### config.mk
export PLATFORM = sky130hd
export DESIGN_NAME = reg_bus_master
export DESIGN_NICKNAME = d
export VERILOG_FILES = /design/src/rtl/reg_bus_master_pkg.sv /design/src/rtl/reg_bus_decoder.sv /design/src/rtl/reg_bus_master.sv
export SDC_FILE = /design/constraint.sdc
export NUM_CORES = 1
export LEC_CHECK = 0
export ABC_AREA = 1
export ABC_CLOCK_PERIOD_IN_PS = 3750
export CAP_MARGIN = 20
export CORE_UTILIZATION = 47
export DETAILED_ROUTE_END_ITERATION = 6
export PLACE_DENSITY_LB_ADDON = 0.15
export SLEW_MARGIN = 20
export SYNTH_ARGS = -nofsm -noshare
export SYNTH_HDL_FRONTEND = slang
export SYNTH_SLANG_ARGS = --single-unit
### constraint.sdc
create_clock -name Clock -period 3.75 [get_ports Clock]
set_input_delay 0.9375 -clock Clock [delete_from_list [all_inputs] [get_ports Clock]]
set_output_delay 0.9375 -clock Clock [all_outputs]
set_load 0.03 [all_outputs]
### src/rtl/reg_bus_master_pkg.sv
// Shared definitions for the register-bus master: controller state encoding
// and the address-to-one-hot decode helper.
package reg_bus_master_pkg;

    typedef enum logic [1:0] {
        IDLE      = 2'd0,
        WRITE     = 2'd1,
        READ_WAIT = 2'd2,
        RESP      = 2'd3
    } bus_state_e;

    localparam int unsigned MaxRegs = 64;

    // One-hot select for addr; all zeros when addr is not a valid register.
    function automatic logic [MaxRegs-1:0] onehot_decode(input logic [31:0] addr,
                                                         input int unsigned nr_regs);
        logic [MaxRegs-1:0] hot;
        hot = '0;
        if (addr < nr_regs && addr < MaxRegs) begin
            hot[addr[5:0]] = 1'b1;
        end
        return hot;
    endfunction

endpackage

### src/rtl/reg_bus_decoder.sv
// Combinational address decoder: one-hot chip-select / write-enable for the
// register bank, plus an out-of-range flag for the addressed index.
module reg_bus_decoder
    import reg_bus_master_pkg::*;
#(
    parameter int unsigned NrOfRegs = 8,
    parameter int unsigned AddrBits = 3
) (
    input  logic [AddrBits-1:0] addr,
    input  logic                cs_en,
    input  logic                we_en,
    output logic [NrOfRegs-1:0] cs,
    output logic [NrOfRegs-1:0] we,
    output logic                out_of_range
);

    logic [31:0]        addr_ext;
    logic [MaxRegs-1:0] hot;
    logic               unused_hot;

    assign addr_ext     = 32'(addr);
    assign hot          = onehot_decode(addr_ext, NrOfRegs);
    assign unused_hot   = |hot;
    assign out_of_range = (addr_ext >= NrOfRegs);

    assign cs = cs_en ? hot[NrOfRegs-1:0] : '0;
    assign we = we_en ? hot[NrOfRegs-1:0] : '0;

endmodule

### src/rtl/reg_bus_master.sv
// Bus-side controller for a chip-selected register bank: takes single
// read/write requests, drives cs/we/data, and returns one response each.
module reg_bus_master
    import reg_bus_master_pkg::*;
#(
    parameter int unsigned NrOfBits       = 32,
    parameter int unsigned NrOfRegs       = 8,
    parameter int unsigned AddrBits       = 3,
    parameter int unsigned ReadWaitCycles = 1
) (
    input  logic                Clock,
    input  logic                Reset_n,
    input  logic                Tick,
    input  logic                ReqValid,
    output logic                ReqReady,
    input  logic                ReqWrite,
    input  logic [AddrBits-1:0] ReqAddr,
    input  logic [NrOfBits-1:0] ReqWData,
    output logic                RspValid,
    input  logic                RspReady,
    output logic [NrOfBits-1:0] RspRData,
    output logic                RspErr,
    output logic [NrOfRegs-1:0] BusCs,
    output logic [NrOfRegs-1:0] BusWe,
    output logic [NrOfBits-1:0] BusD,
    input  logic [NrOfBits-1:0] BusQ,
    output logic                Busy
);

    bus_state_e          state, state_d;
    logic [3:0]          cnt, cnt_d;
    logic [AddrBits-1:0] addr_q, addr_d;
    logic [NrOfBits-1:0] wdata_q, wdata_d;
    logic [NrOfBits-1:0] rdata_q, rdata_d;
    logic                err_q, err_d;

    logic [AddrBits-1:0] dec_addr;
    logic                cs_en, we_en, addr_oor;

    // The decoder checks the live request address in IDLE and drives the bus
    // from the latched address otherwise, so one instance serves both roles.
    assign dec_addr = (state == IDLE) ? ReqAddr : addr_q;
    assign cs_en    = (state == WRITE) || (state == READ_WAIT);
    assign we_en    = (state == WRITE);

    reg_bus_decoder #(
        .NrOfRegs(NrOfRegs),
        .AddrBits(AddrBits)
    ) u_decoder (
        .addr        (dec_addr),
        .cs_en       (cs_en),
        .we_en       (we_en),
        .cs          (BusCs),
        .we          (BusWe),
        .out_of_range(addr_oor)
    );

    // Bus strobes decode straight from state, so reset drops them asynchronously.
    assign BusD     = (state == WRITE) ? wdata_q : '0;
    assign ReqReady = (state == IDLE);
    assign RspValid = (state == RESP);
    assign Busy     = (state != IDLE);
    assign RspRData = rdata_q;
    assign RspErr   = err_q;

    always_comb begin
        state_d = state;
        cnt_d   = cnt;
        addr_d  = addr_q;
        wdata_d = wdata_q;
        rdata_d = rdata_q;
        err_d   = err_q;
        unique case (state)
            IDLE: begin
                if (ReqValid) begin
                    addr_d  = ReqAddr;
                    wdata_d = ReqWData;
                    rdata_d = '0;
                    if (addr_oor) begin
                        err_d   = 1'b1;
                        state_d = RESP;
                    end else if (ReqWrite) begin
                        err_d   = 1'b0;
                        state_d = WRITE;
                    end else begin
                        err_d   = 1'b0;
                        cnt_d   = 4'(ReadWaitCycles);
                        state_d = READ_WAIT;
                    end
                end
            end
            WRITE: begin
                if (Tick) begin
                    rdata_d = '0;
                    err_d   = 1'b0;
                    state_d = RESP;
                end
            end
            READ_WAIT: begin
                cnt_d = cnt - 4'd1;
                if (cnt <= 4'd1) begin
                    cnt_d   = '0;
                    rdata_d = BusQ;
                    err_d   = 1'b0;
                    state_d = RESP;
                end
            end
            RESP: begin
                if (RspReady) begin
                    rdata_d = '0;
                    err_d   = 1'b0;
                    state_d = IDLE;
                end
            end
            default: state_d = IDLE;
        endcase
    end

    always_ff @(posedge Clock or negedge Reset_n) begin
        if (!Reset_n) begin
            state   <= IDLE;
            cnt     <= '0;
            addr_q  <= '0;
            wdata_q <= '0;
            rdata_q <= '0;
            err_q   <= 1'b0;
        end else begin
            state   <= state_d;
            cnt     <= cnt_d;
            addr_q  <= addr_d;
            wdata_q <= wdata_d;
            rdata_q <= rdata_d;
            err_q   <= err_d;
        end
    end

endmodule

Word level (Yosys, flattened, before mapping)
Index checks and enable logic that the tools add are counted.
{"block": "word_totals", "inputBits": 73, "ram_bits": 0, "ff_bits": 74, "latch_bits": 0, "n_memories": 0, "word_cells": 61, "rom_bits": 0}
{"block": "op_classes", "n_lt_le_gt_ge": 6, "n_reduce_logical": 9, "muxes": 30, "bitwise": 0, "shifts": 0, "eq_ne": 9, "n_div": 0, "add_sub_neg": 1, "multipliers": 0}
{"op": "$mux 32", "count": 5}
{"op": "$pmux 32 s4", "count": 1}
{"op": "$mux 8", "count": 3}
{"op": "$mux 4", "count": 4}
{"op": "$lt 3x7->1 const B", "count": 2}
{"op": "$mux 2", "count": 6}
{"op": "$ne 2x2->1 const B", "count": 4}
{"op": "$pmux 2 s4", "count": 1}
{"op": "$pmux 4 s2", "count": 1}
{"op": "$reduce_and 4->1", "count": 2}
{"op": "$mux 1", "count": 6}
{"op": "$eq 2x2->1 const B", "count": 2}
{"op": "$ge 3x4->1 const B", "count": 1}
{"op": "$le 4x1->1 const B", "count": 1}
{"op": "$lt 3x4->1 const B", "count": 1}
{"op": "$ne 2x1->1 const B", "count": 2}
{"op": "$pmux 1 s4", "count": 1}
{"op": "$reduce_bool 2->1", "count": 2}
{"op": "$sub 4x1->4 const B", "count": 1}
{"op": "$demux 1 s3", "count": 1}
{"op": "$ge 3x1->1 const B", "count": 1}
{"op": "$mux 3", "count": 1}
{"op": "$eq 2x1->1 const B", "count": 1}
{"op": "$logic_and 1x1->1", "count": 2}
{"op": "3 further kinds", "count": 3}

Depth between registers and ports, before layout
{"block": "depth", "depth_word": 8, "mapped_depth": 11, "depth_no_buf": 10}

By module
From an unflattened synthesis, not the netlist that was laid out.
{"block": "unflattened", "cells_unflattened": 434, "hier_area_um2": 3834.9}
{"module": "reg_bus_master", "area_per_inst_um2": 3701.0, "cells_per_inst": 402, "n_inst": 1, "seq_area_each_um2": 1851.8}
{"module": "reg_bus_decoder", "area_per_inst_um2": 133.9, "cells_per_inst": 32, "n_inst": 1, "seq_area_each_um2": 0.0}

Worst setup path after synthesis
OpenSTA, ideal clock, no wires.
{"block": "synth_timing", "path_type": "reg-to-output", "from": "reg state[0]", "to": "out BusCs[0]", "path_buffers": 1, "path_slack_ns": 0.928, "arrival_ns": 1.884, "path_stages_with_launch": 10, "path_cell_list": "dfrtp_1 -> inv_1 -> ha_1 -> buf_4 -> nand2_1 -> o21ai_1 -> inv_1 -> nor2_1 -> nand2_1 -> nor2_1"}
{"block": "synth_between", "elab_chain_cells": 8}
{"element": "start, declared", "line_no": "reg_bus_master.sv:30", "text": "bus_state_e state, state_d;"}
{"element": "start signal, assigned", "line_no": "reg_bus_master.sv:128", "text": "state <= state_d;"}
{"element": "$logic_not 2->1 *"}
{"element": "named net ReqReady", "line_no": "reg_bus_master.sv:15", "text": "output logic ReqReady,"}
{"element": "$mux 3 *", "line_no": "reg_bus_master.sv:42", "text": "assign dec_addr = (state == IDLE) ? ReqAddr : addr_q;"}
{"element": "$lt 3x7->1 / $ge 3x1->1 (equally long branches)", "line_no": "reg_bus_master_pkg.sv:19, reg_bus_master_pkg.sv:20"}
{"element": "$logic_and 1x1->1 (not written as such)", "line_no": "reg_bus_master_pkg.sv:20", "text": "hot[addr[5:0]] = 1'b1;"}
{"element": "$mux 1 (not written as such)", "line_no": "reg_bus_master_pkg.sv:20"}
{"element": "$demux 1 s3"}
{"element": "$mux 8 *", "line_no": "reg_bus_master_pkg.sv:19", "text": "if (addr < nr_regs && addr < MaxRegs) begin"}
{"element": "$mux 8 *", "line_no": "reg_bus_decoder.sv:26", "text": "assign cs = cs_en ? hot[NrOfRegs-1:0] : '0;"}
{"element": "end, declared", "line_no": "reg_bus_master.sv:23", "text": "output logic [NrOfRegs-1:0] BusCs,"}
Mark *: on every way through the listed nets, which the timed path passes. The rest lies on a longest branch.

Final worst setup path
{"block": "layout_timing", "from": "in ReqAddr[1]", "to": "out BusWe[6]"}
{"block": "layout_between", "elab_chain_cells": 7}
{"element": "start, declared", "line_no": "reg_bus_master.sv:17", "text": "input logic [AddrBits-1:0] ReqAddr,"}
{"element": "$mux 3 *", "line_no": "reg_bus_master.sv:42"}
{"element": "$lt 3x7->1 / $ge 3x1->1 (equally long branches)", "line_no": "reg_bus_master_pkg.sv:19, reg_bus_master_pkg.sv:20"}
{"element": "$logic_and 1x1->1 (not written as such)", "line_no": "reg_bus_master_pkg.sv:20"}
{"element": "$mux 1 (not written as such)", "line_no": "reg_bus_master_pkg.sv:20"}
{"element": "$demux 1 s3"}
{"element": "$mux 8 *", "line_no": "reg_bus_master_pkg.sv:19"}
{"element": "$mux 8 *", "line_no": "reg_bus_decoder.sv:27", "text": "assign we = we_en ? hot[NrOfRegs-1:0] : '0;"}
{"element": "end, declared", "line_no": "reg_bus_master.sv:24", "text": "output logic [NrOfRegs-1:0] BusWe,"}
Mark *: on every way between the ends. The rest lies on a longest branch, timed or not.

==> run_results.csv <==
group,metric,value,unit
outcome,outcome,"completed",
logic_synthesis,ys_types,24,
clock_network,cts_buffer_depth,2,
layout,finalNonFillerCells,678,
detailed_routing,firstDrtPassIters,4,
sta,fin_skew,0.01062,ns
logic_synthesis,synth.cell_area,3770,µm²
sta,maxSlewViolCount,0,
floorplan,row_count,32,
pwr,peakVddDrop,0.6243,mV
layout,drive_gt1_frac,0.1024,
floorplan,core,7727,µm²
logic_synthesis,ys_seq_elements,73,
clock_network,path_clk_slew,0.07,ns
detailed_routing,viasPerCell,4.727,
detailed_routing,drc_errors,0,
logic_synthesis,yosys_most_used_dff,"dfrtp_1",
pwr,p_comb_frac,0.590,
sta,tightest_slew,0.8991,ns
pwr,total_leakage_power,0.002959,µW
pwr,swShare,0.4513,
setup_path,crit_family,"buffers and inverters",
logic_synthesis,synth_fp_nets,506,
clock_network,cts.sinks,73,
grt,track_usage,0.2200,
sta,finalHoldViolations,0,
grt,antenna_found_initial,0,
detailed_routing,drt-initial-drc-count,114,
sta,setup_tns,0,ns
pwr,seq_power_share,0.278,
detailed_routing,num_vias,3205,
setup_path,crit_chain,"clkdlybuf4s50_1, inv_1, nand2_1, o21ai_1, nor2_1, nand2_1, nor2_1, clkdlybuf4s50_1",
placement,dp_hpwl,6100,µm
floorplan,start_util,0.4879,
logic_synthesis,ys_warn_count,0,
sta,hold_ws,0.4711,ns
detailed_routing,routed_wl,8828,µm
floorplan,io_pins,157,
sta,fin_crit,3.625,ns
sta,fin_crit_sh,0.9667,
clock_network,cts_resized,0,
sta,setup_viol,0,
floorplan,die-area,8383,µm²
floorplan,dieWidth,91.56,µm
layout,final_util,0.7183,
grt,grt_max_degree,74,
clock_network,cts_root_buf,"clkbuf_8",
setup_path,start_kind,"input pin",
pwr,p_clk_frac,0.132,
pwr,p_switching,2277,µW
layout,diodes,0,
hold_path,min_from,"RspRData[10]",
logic_synthesis,netlist_top_cells_area,"dfrtp_1, nand2_1, nand3b_1",
logic_synthesis,yosys.area_share.simple,0.2735,
layout,syn_to_final_growth,47.23,%
placement,post_dp_cell_area,5306,µm²
placement,dp.cells,663,
layout,postLayoutCellArea,5550,µm²
setup_path,r2r-start,"state[1]",
setup_path,path_max_fanout,3,
logic_synthesis,synth_top_family_by_area,"simple AND/OR/NAND/NOR gates",
detailed_routing,ant_nets,0,
placement,gp_congestion,0.8440,
clock_network,insertion_delay,0.34,ns
logic_synthesis,synth_fa_ha_area_frac,0.01991,
pwr,power_density,909.1,nW/µm²
clock_network,cts_buffers,9,
setup_path,worst-setup-path-type,"in -> out",
logic_synthesis,synth_cells,427,
grt,grt_pass1_wl,14590,µm
setup_path,required,2.81,ns
logic_synthesis,synth_common_cells,"nand2_1, dfrtp_1, inv_1",
grt,grt-ovfl-total,0,
logic_synthesis,yosysMostFrequentCell,"nand2_1",
setup_path,cp_data_arrival_time,2.69,ns
logic_synthesis,avgSynthCellArea,8.829,µm²
logic_synthesis,synth-compound-area-share,0.01859,
hold_path,hp-class,"reg -> reg",
clock_network,cts-htree-levels,3,
logic_synthesis,synth.area.mux_share,0.1095,
grt,grt_pass1_vias,3024,
logic_synthesis,synth_top_area_frac,0.4846,
clock_network,cts_tree,"built",
logic_synthesis,synthXorXnorAreaFrac,0.002323,
setup_path,crit_start,"ReqAddr[1]",
detailed_routing,wl_per_cell,13.02,µm
logic_synthesis,yosys.area.top_type,"dfrtp_1",
pwr,p_int,2769,µW
placement,port_buffers,155,
clock_network,postCtsHoldBufs,0,
sta,fmax,0.2758,GHz
setup_path,worst-path-buf-inv,3,
layout,nets,651,
flow_run,maxCapViolCount,0,
logic_synthesis,synth-edff-count,0,
logic_synthesis,async_reset_ff_frac,1.000,
setup_path,critPathCaptureType,"primary output",
logic_synthesis,ys_seq_area_frac,0.4846,
clock_network,cts_setup_buffers,0,
setup_path,cp_slowest_stage_delay,0.69,ns
sta,max_slew_margin,0.4006,
setup_path,slowest_stage,"clkdlybuf4s50_1",
floorplan,die_h,91.56,µm
-- metrics by stage --
step | worst slack [ns] | power [µW]
floorplan | 0.9283 | 3418
global placement | 0.1585 | 4339
detailed placement | 0.07383 | 4401
CTS | 0.07202 | 5096
global route | -0.009700 | 5401
finish | 0.1248 | 5046
-- worst reg2reg max path: cells and delay by family (launching register included) --
kind | cells | cell delay [ns]
and+or+nand+nor | 4 | 0.98
DFF | 1 | 0.40
adders and majority gates | 1 | 0.18
buffers and inverters | 3 | 0.48
AOI/OAI and AO/OA | 1 | 0.08
-- area by class of cell --
cell class / count / area, µm²
Clock buffer: 10 / 137.6
Clock inverter: 5 / 78.83
Fill cell: 614 / 2177
Inverter: 49 / 186.4
Multi-Input combinational cell: 282 / 1604
Sequential cell: 73 / 1827
Tap cell: 102 / 127.6
Timing Repair Buffer: 157 / 1589
-- registers in the layout, indices dropped and copies added, names as in the netlist --
signal and count:
RspRData 32, state 2, cnt 4, wdata_q 32
addr_q 3
-- path summary, 6_finish.rpt --
path / depth (start not counted) / end / slack (ns)
max in group asynchronous: 1 / state[0] / 2.44
setup reg to reg: 9 / RspRData[3] / 1.52
setup / recovery: 8 / BusWe[6] / 0.12
hold reg to reg: 2 / RspRData[10] / 0.47
min in group asynchronous: 1 / wdata_q[22] / 0.71
hold / removal: 2 / RspRData[10] / 0.47
-- power by group through the flow --
stage	combinational [µW]	clock [µW]	sequential [µW]
final	2980	667	1400
after global routing	3230	719	1450
after CTS	3000	690	1400
after detailed placement	2990	0	1410
after global placement	2950	0	1390
after floorplan	1700	0	1720
-- cells in the final DEF, fill, tap and decap left out, types with 3 or more instances in the layout --
master	Yosys	layout
buf_4	4	3
clkbuf_8	0	10
clkdlybuf4s50_1	0	144
dfrtp_1	73	73
dlymetal6s2s_1	0	10
ha_1	6	5
inv_1	48	48
mux2_2	18	18
mux2_4	14	14
nand2_1	161	161
nand3_1	4	4
nand3b_1	32	32
nor2_1	28	28
o21ai_0	6	6
o21ai_1	3	3
-- routing by layer --
layer  routed length, µm  GRT usage  share of wire
met5                   0          0              0
met1                4002     0.2977           0.45
met2                4015     0.3402           0.45
met4                 116    0.07672          0.013
met3                 694    0.05946          0.079
-- cell families (layout without fill, tap and decap cells) --
group / count (synthesis) / after routing
buffers and inverters: 72 / 221
AOI/OAI and AO/OA: 11 / 11
muxes: 32 / 32
other: 1 / 1
and+or+nand+nor: 231 / 231
DFF: 73 / 73
xor gates and xnor gates: 1 / 1
adders and majority gates: 6 / 6
Note: power is estimated with default switching activity, not from simulation.
